[config.mk]
export PLATFORM = sky130hd
export DESIGN_NAME = iob_pcie_chnl_host
export DESIGN_NICKNAME = d
export VERILOG_FILES = /design/src/rtl/iob_pcie_chnl_host.sv
export SDC_FILE = /design/constraint.sdc
export NUM_CORES = 1
export LEC_CHECK = 0
export BUFFER_PORTS_ARGS = -buffer_cell sky130_fd_sc_hd__buf_2
export CAP_MARGIN = 10
export CORE_AREA = 2 2 180 182
export DETAILED_ROUTE_END_ITERATION = 10
export DIE_AREA = 0 0 182 184
export PLACE_DENSITY = 0.63
export SKIP_CTS_REPAIR_TIMING = 1
export SYNTH_ARGS = -nofsm -noshare
export SYNTH_HDL_FRONTEND = slang
export SYNTH_SLANG_ARGS = --single-unit
[constraint.sdc]
create_clock -name clk -period 11.71 [get_ports clk]
set_clock_uncertainty 0.2 [all_clocks]
set_input_delay 1.171 -clock clk [delete_from_list [all_inputs] [get_ports clk]]
set_output_delay 1.171 -clock clk [all_outputs]
set_load 0.01 [all_outputs]
[src/rtl/iob_pcie_chnl_host.sv]
// Host/channel side of a RIFFA-style PCIe channel: one RX transfer from a source stream,
// then one TX transfer forwarded to a sink stream, with a handshake watchdog.
module iob_pcie_chnl_host #(
   parameter int C_PCI_DATA_WIDTH = 64,
   parameter int TIMEOUT_W        = 16
) (
   input  logic                        clk,
   input  logic                        rst,
   input  logic                        start,
   input  logic [31:0]                 len,
   output logic                        busy,
   output logic                        done,
   output logic                        err,
   output logic [31:0]                 tx_len_rcvd,
   input  logic [C_PCI_DATA_WIDTH-1:0] src_data,
   input  logic                        src_valid,
   output logic                        src_ready,
   output logic [C_PCI_DATA_WIDTH-1:0] sink_data,
   output logic                        sink_valid,
   input  logic                        sink_ready,
   output logic                        CHNL_RX,
   input  logic                        CHNL_RX_ACK,
   output logic                        CHNL_RX_LAST,
   output logic [31:0]                 CHNL_RX_LEN,
   output logic [30:0]                 CHNL_RX_OFF,
   output logic [C_PCI_DATA_WIDTH-1:0] CHNL_RX_DATA,
   output logic                        CHNL_RX_DATA_VALID,
   input  logic                        CHNL_RX_DATA_REN,
   input  logic                        CHNL_TX,
   output logic                        CHNL_TX_ACK,
   input  logic                        CHNL_TX_LAST,
   input  logic [31:0]                 CHNL_TX_LEN,
   input  logic [30:0]                 CHNL_TX_OFF,
   input  logic [C_PCI_DATA_WIDTH-1:0] CHNL_TX_DATA,
   input  logic                        CHNL_TX_DATA_VALID,
   output logic                        CHNL_TX_DATA_REN
);

   typedef enum logic [2:0] {
      StIdle, StRxReq, StRxData, StTxWait, StTxAck, StTxData, StDone
   } state_e;

   // Last count value before saturation: firing here makes err rise 2**W-1 cycles in.
   localparam logic [TIMEOUT_W-1:0] TmoLast = {{(TIMEOUT_W-1){1'b1}}, 1'b0};

   state_e               state_q;
   logic [31:0]          len_q;
   logic [31:0]          tx_len_q;
   logic [32:0]          cnt_q;
   logic [TIMEOUT_W-1:0] tmo_q;
   logic                 busy_q, done_q, err_q, rx_q, tx_ack_q;

   logic [32:0] rx_beats, tx_beats;
   logic        rx_beat, tx_room, tx_ren, tx_beat, tmo_hit;
   logic        unused_inputs;

   assign rx_beats = ({1'b0, len_q} + 33'd1) >> 1;
   assign tx_beats = ({1'b0, tx_len_q} + 33'd1) >> 1;

   always_comb begin
      rx_beat = (state_q == StRxData) & src_valid & CHNL_RX_DATA_REN;
      tx_room = cnt_q < tx_beats;
      tx_ren  = (state_q == StTxData) & sink_ready & tx_room;
      tx_beat = tx_ren & CHNL_TX_DATA_VALID;
      tmo_hit = tmo_q == TmoLast;
   end

   assign busy               = busy_q;
   assign done               = done_q;
   assign err                = err_q;
   assign tx_len_rcvd        = tx_len_q;
   assign src_ready          = rx_beat;
   assign sink_data          = CHNL_TX_DATA;
   assign sink_valid         = (state_q == StTxData) & tx_room & CHNL_TX_DATA_VALID;
   assign CHNL_RX            = rx_q;
   assign CHNL_RX_LAST       = 1'b1;
   assign CHNL_RX_LEN        = len_q;
   assign CHNL_RX_OFF        = '0;
   assign CHNL_RX_DATA       = src_data;
   assign CHNL_RX_DATA_VALID = (state_q == StRxData) & src_valid;
   assign CHNL_TX_ACK        = tx_ack_q;
   assign CHNL_TX_DATA_REN   = tx_ren;
   assign unused_inputs      = ^{CHNL_TX_LAST, CHNL_TX_OFF};

   always_ff @(posedge clk or posedge rst) begin
      if (rst) begin
         state_q  <= StIdle;
         len_q    <= '0;
         tx_len_q <= '0;
         cnt_q    <= '0;
         tmo_q    <= '0;
         busy_q   <= 1'b0;
         done_q   <= 1'b0;
         err_q    <= 1'b0;
         rx_q     <= 1'b0;
         tx_ack_q <= 1'b0;
      end else begin
         done_q   <= 1'b0;
         err_q    <= 1'b0;
         tx_ack_q <= 1'b0;
         unique case (state_q)
            StIdle: begin
               if (start) begin
                  len_q   <= len;
                  cnt_q   <= '0;
                  tmo_q   <= '0;
                  busy_q  <= 1'b1;
                  rx_q    <= 1'b1;
                  state_q <= StRxReq;
               end
            end
            StRxReq: begin
               // Progress is checked before saturation so a last-moment ack still wins.
               if (CHNL_RX_ACK) begin
                  tmo_q <= '0;
                  if (len_q == '0) begin
                     rx_q    <= 1'b0;
                     state_q <= StTxWait;
                  end else begin
                     state_q <= StRxData;
                  end
               end else if (tmo_hit) begin
                  err_q   <= 1'b1;
                  busy_q  <= 1'b0;
                  rx_q    <= 1'b0;
                  len_q   <= '0;
                  state_q <= StIdle;
               end else begin
                  tmo_q <= tmo_q + 1'b1;
               end
            end
            StRxData: begin
               if (rx_beat) begin
                  tmo_q <= '0;
                  cnt_q <= cnt_q + 33'd1;
                  if (cnt_q + 33'd1 == rx_beats) begin
                     rx_q    <= 1'b0;
                     state_q <= StTxWait;
                  end
               end else if (tmo_hit) begin
                  err_q   <= 1'b1;
                  busy_q  <= 1'b0;
                  rx_q    <= 1'b0;
                  len_q   <= '0;
                  state_q <= StIdle;
               end else begin
                  tmo_q <= tmo_q + 1'b1;
               end
            end
            StTxWait: begin
               if (CHNL_TX) begin
                  tmo_q    <= '0;
                  tx_len_q <= CHNL_TX_LEN;
                  tx_ack_q <= 1'b1;
                  state_q  <= StTxAck;
               end else if (tmo_hit) begin
                  err_q   <= 1'b1;
                  busy_q  <= 1'b0;
                  len_q   <= '0;
                  state_q <= StIdle;
               end else begin
                  tmo_q <= tmo_q + 1'b1;
               end
            end
            StTxAck: begin
               cnt_q   <= '0;
               tmo_q   <= '0;
               state_q <= (tx_len_q == '0) ? StDone : StTxData;
            end
            StTxData: begin
               if (tx_beat) begin
                  tmo_q <= '0;
                  cnt_q <= cnt_q + 33'd1;
                  if (cnt_q + 33'd1 == tx_beats) state_q <= StDone;
               end else if (tmo_hit) begin
                  err_q   <= 1'b1;
                  busy_q  <= 1'b0;
                  len_q   <= '0;
                  state_q <= StIdle;
               end else begin
                  tmo_q <= tmo_q + 1'b1;
               end
            end
            StDone: begin
               done_q  <= 1'b1;
               busy_q  <= 1'b0;
               state_q <= StIdle;
            end
            default: state_q <= StIdle;
         endcase
      end
   end

endmodule

**After elaboration in Yosys (flattened, before gate mapping)**

Cells that the tools add are included.

- Add/subtract/negate cells: 4
- Multiply operators: 0
- Div/mod/pow operators: 0
- $lt $le $gt $ge: 1
- Eq/ne operators: 19
- Shift-type cells: 0
- Mux-type cells: 51
- Bitwise gates (word level): 7
- Reduce and logical (&&, ||, !) cells: 15

Operator list:

| kind | count |
|---|---|
| $mux W32 | 6 |
| $pmux W32 S5 | 1 |
| $pmux W33 S4 | 1 |
| $mux W33 | 3 |
| $mux W16 | 6 |
| $pmux W16 S6 | 1 |
| $add A32 B1 Y33 const B | 2 |
| $eq A33 B32 Y1 | 2 |
| $logic_not A32 Y1 | 2 |
| $add A33 B1 Y33 const B | 1 |
| $lt A33 B32 Y1 | 1 |
| $mux W3 | 8 |
| $mux W1 | 20 |
| $pmux W3 S6 | 1 |
| $add A16 B1 Y16 const B | 1 |
| $eq A16 B16 Y1 const B | 1 |
| $ne A2 B2 Y1 const B | 7 |
| $reduce_and A6 Y1 | 2 |
| $reduce_bool A6 Y1 | 2 |
| $eq A3 B3 Y1 const B | 3 |
| $reduce_and A4 Y1 | 2 |
| $and A1 B1 Y1 | 7 |
| $eq A3 B2 Y1 const B | 2 |
| $ne A3 B2 Y1 const B | 2 |
| 12 further kinds | 13 |

- Flip-flop bits (word level): 121
- Latch bits: 0
- RAM bits: 0
- Memory bits (read-only): 0
- Output and inout port bits: 233
- Word-level logic and storage cells: 107
- Memories kept: 0

**Longest topological paths before layout**

- Word-level depth: 6
- Depth in mapped cells: 19
- Depth with buffers taken out: 17

**Worst setup path before layout**

Ideal clock, no wire load.

- Path type: reg-to-reg
- From: register tx_len_q[1] (netlist: tx_len_rcvd[1])
- To: register cnt_q[0]
- Arrival time: 4.151 ns
- Required time: 11.377 ns
- Slack: 7.225 ns
- Cell stages (with the launch flop): 18
- Buffers on the path: 2
- Clock period less this slack: 4.485 ns
- Path through: dfrtp_1 -> ha_1 -> inv_1 -> or4_1 -> buf_2 -> nor2_2 -> nand3_1 -> xor2_1 -> ha_1 -> nand4b_1 -> nor4_1 -> inv_1 -> o221ai_1 -> a211oi_1 -> nor3_1 -> nand2b_1 -> clkbuf_1 -> o21ai_0

- Word-level cells in the longest chain between the ends: 6

RTL lines:

| item | RTL line | RTL |
|---|---|---|
| from (decl) | 48 | `logic [31:0] tx_len_q;` |
| from (signal assigned) | 89 | `tx_len_q <= '0;` |
| from (signal assigned) | 153 | `tx_len_q <= CHNL_TX_LEN;` |
| $add A32 B1 Y33 | 58 | `assign tx_beats = ({1'b0, tx_len_q} + 33'd1) >> 1;` |
| $lt A33 B32 Y1 | 62 | `tx_room = cnt_q < tx_beats;` |
| $and A1 B1 Y1 | 63 | `tx_ren = (state_q == StTxData) & sink_ready & tx_room;` |
| $and A1 B1 Y1 | 64 | `tx_beat = tx_ren & CHNL_TX_DATA_VALID;` |
| $ne A2 B2 Y1 (no source line) | -- |  |
| $reduce_and A4 Y1 (no source line) | -- |  |
| to (signal assigned) | 135 | `cnt_q <= cnt_q + 33'd1;` |
| to (signal assigned) | 173 | `cnt_q <= cnt_q + 33'd1;` |
| to (decl) | 49 | `logic [32:0] cnt_q;` |

Every way passes these cells.
A chain may end at the register's enable or synchronous reset.

**Final worst setup path**

- From: register tx_len_q[0] (netlist: tx_len_rcvd[0])
- To: output port sink_valid

- Word-level cells in the longest chain between the ends: 4

RTL lines:

| item | RTL line | RTL |
|---|---|---|
| $add A32 B1 Y33 | 58 |  |
| $lt A33 B32 Y1 | 62 |  |
| $and A1 B1 Y1 (2 in series) | 74 | `assign sink_valid = (state_q == StTxData) & tx_room & CHNL_TX_DATA_VALID;` |
| to (decl) | 19 | `output logic sink_valid,` |

Every way passes these cells.

==> impl_metrics.tcl <==
set metrics [dict create \
    syn_avg_cell_area_um2 8.38 \
    fmax_mhz 185 \
    drive_above_1_share_pct 18.7 \
    grt_max_degree 72 \
    gp_congestion 0.853 \
    criticalPathCategory "flip-flop to primary output" \
    yosys_warnings 0 \
    slew_headroom_pct 37.1 \
    r2r_end "cnt_q[21]" \
    wl_per_cell_um 17.7 \
    n_antenna_cell 0 \
    syn_to_final_growth_pct 6.01 \
    synth_cells 1233 \
    track_usage_pct 17.3 \
    core_um2 31400 \
    die_h_um 184 \
    dieWidth_um 182 \
    drv_cap 0 \
    ir_drop_v 0.0000787 \
    drc 0 \
    layout_commonest_cell "buf_2" \
    slew_violations 0 \
    first_global_vias 8450 \
    io_buffers 145 \
    vias_per_cell 5.27 \
    min_from "tmo_q[14]" \
    numCtsBuffers 17 \
    setup_viol 0 \
    rows 65 \
    synth_ff_type "dfrtp_1" \
    first_pass_iters 5 \
    clk_path_buf_depth 2 \
    holdPathEnd "tmo_q[14]" \
    fin_crit_sh_pct 46.3 \
    hold_path_depth 1 \
    startpoint_type "flip-flop" \
    endpoint_kind "primary output" \
    cts_tree "done" \
    tns_ns 0 \
    worstPathRequired_ns 10.34 \
    status "completed" \
    overflow 0 \
    wl_um 29100 \
    synth-seq-area-share_pct 29.3 \
    fin_util_pct 34.9 \
    fillers 3281 \
    p_per_area_nw_per_um2 210 \
    worstPathMaxFanout 6 \
    rsz0062_at_grt "no" \
    ys_types 73 \
    synth_edf_count 0 \
    netlist_area_um2 10300 \
    p_leak_nw 4.64 \
    ys_async_sr_fraction_pct 100 \
    mostFrequentLayoutCells "buf_2, dfrtp_1, o21ai_0" \
    rr_startpoint "tx_len_rcvd[0]" \
    start_util_pct 32.9 \
    r2r_setup_slack_ns 6.59 \
    hold_path.class "flip-flop to flip-flop" \
    clock_sinks 121 \
    nets 1505 \
    die_area_um2 33500 \
    dr_total_vias 8682 \
    clk_pin_slew_worst_paths_ns 0.06 \
    io_pins 466 \
    r2r_cells 17 \
    drt_iter0_drc 510 \
    grt_pass1_wl_um 45900 \
    antenna_left 0 \
    arrival_ns 4.05 \
    clkLatencyLatePin_ns 0.43 \
    antenna_found_initial 1 \
    finalHoldViolations 0 \
    dp_hpwl_um 21900 \
    worst_pin_slew_ns 0.944 \
    ctsRootBufferMaster "clkbuf_16" \
    layout_min_cycle_time_ns 5.42 \
    h-tree-depth 4 \
    synth-seq-cells 121 \
]
cells by family after synthesis:
kind of cell,Yosys count,synth area share [%]
buffers and inverters,261,15.4
AND/OR/NAND/NOR,440,23.1
XOR/XNOR,144,12.9
AO/OA/AOI/OAI,196,11.3
other,2,0.0727
multiplexers,30,3.22
adder cells (fa/ha/maj),39,4.72
flip-flops,121,29.3
critical path, stage by stage (launching register included):
cell and delay (ns):
dfrtp_1 0.42, ha_1 0.28, inv_1 0.07, or4_1 0.69
nor2_2 0.25, nand3_1 0.13, xor2_1 0.21, ha_1 0.30
nand4b_1 0.16, nor4_1 0.37, inv_1 0.07, o221ai_1 0.23
a21oi_1 0.11, and2_1 0.19, buf_2 0.13
routing by layer:
metal	part of all wire, %	vias to the layer above	GRT usage (%)
met5	0.045	-	0
met4	2.2	2	6.06
met3	5.8	55	3.82
met2	51	285	30.7
met1	41	4207	20.6
li1	-	4133	-
Yosys cell counts, types with 32 or more instances:
| cell | n | area share [%] |
|---|---|---|
| buf_4 | 160 | 12 |
| dfrtp_1 | 121 | 29 |
| o21ai_0 | 105 | 5.1 |
| xnor2_1 | 103 | 8.7 |
| nand2_1 | 97 | 3.5 |
| nand3_1 | 83 | 4.0 |
| nor2_1 | 65 | 2.4 |
| inv_1 | 58 | 2.1 |
| ha_1 | 39 | 4.7 |
| nand4_1 | 36 | 2.2 |
| xor2_1 | 36 | 3.1 |
| clkbuf_1 | 32 | 1.2 |
worst max path at each step:
stage	end	slack, ns	from
2_1_floorplan	CHNL_RX	7.12	rst
3_3_place_gp	cnt_q[0]	6.61	tx_len_rcvd[0]
3_5_place_dp	cnt_q[21]	6.63	tx_len_rcvd[0]
4_1_cts	sink_valid	6.27	tx_len_rcvd[0]
5_1_grt	CHNL_TX_DATA_REN	5.98	tx_len_rcvd[0]
6_report	sink_valid	6.29	tx_len_rcvd[0]
registers in the layout, summed over array words and instances, names as in the netlist:
name / flops
CHNL_RX_LEN: 32
CHNL_RX: 1
state_q: 3
busy: 1
done: 1
tx_len_rcvd: 32
cnt_q: 33
CHNL_TX_ACK: 1
err: 1
tmo_q: 16
power by group:
part	switching (mW)	internal, mW
logic	0.597	0.419
registers	0.217	0.531
clock network	0.204	0.327
layout make-up:
cell class                 count  area [µm²]  share of cell area [%]
multi-input combinational    881        5840                    53.3
clock inverter                 8        95.1                   0.868
clock buffer                  23         478                    4.36
sequential                   121        3030                    27.6
timing repair buffer         154         793                    7.24
inverter                      58         220                    2.01
tap                          402         503                    4.59
through the flow:
stage / hold slack [ns] / cell area (µm²) / cells / total power, mW / worst slack (ns)
after global placement: 0.260 / 10400 / 1616 / 1.75 / 6.61
after global routing: 0.315 / 11000 / 1647 / 2.47 / 5.98
final: 0.290 / 11000 / 1647 / 2.30 / 6.29
after CTS: 0.286 / 11000 / 1647 / 2.32 / 6.27
after floorplan: 0.245 / 10400 / 1263 / 1.46 / 7.12
after detailed placement: 0.273 / 10400 / 1616 / 1.77 / 6.63
Power figures use the tool's default switching activity.
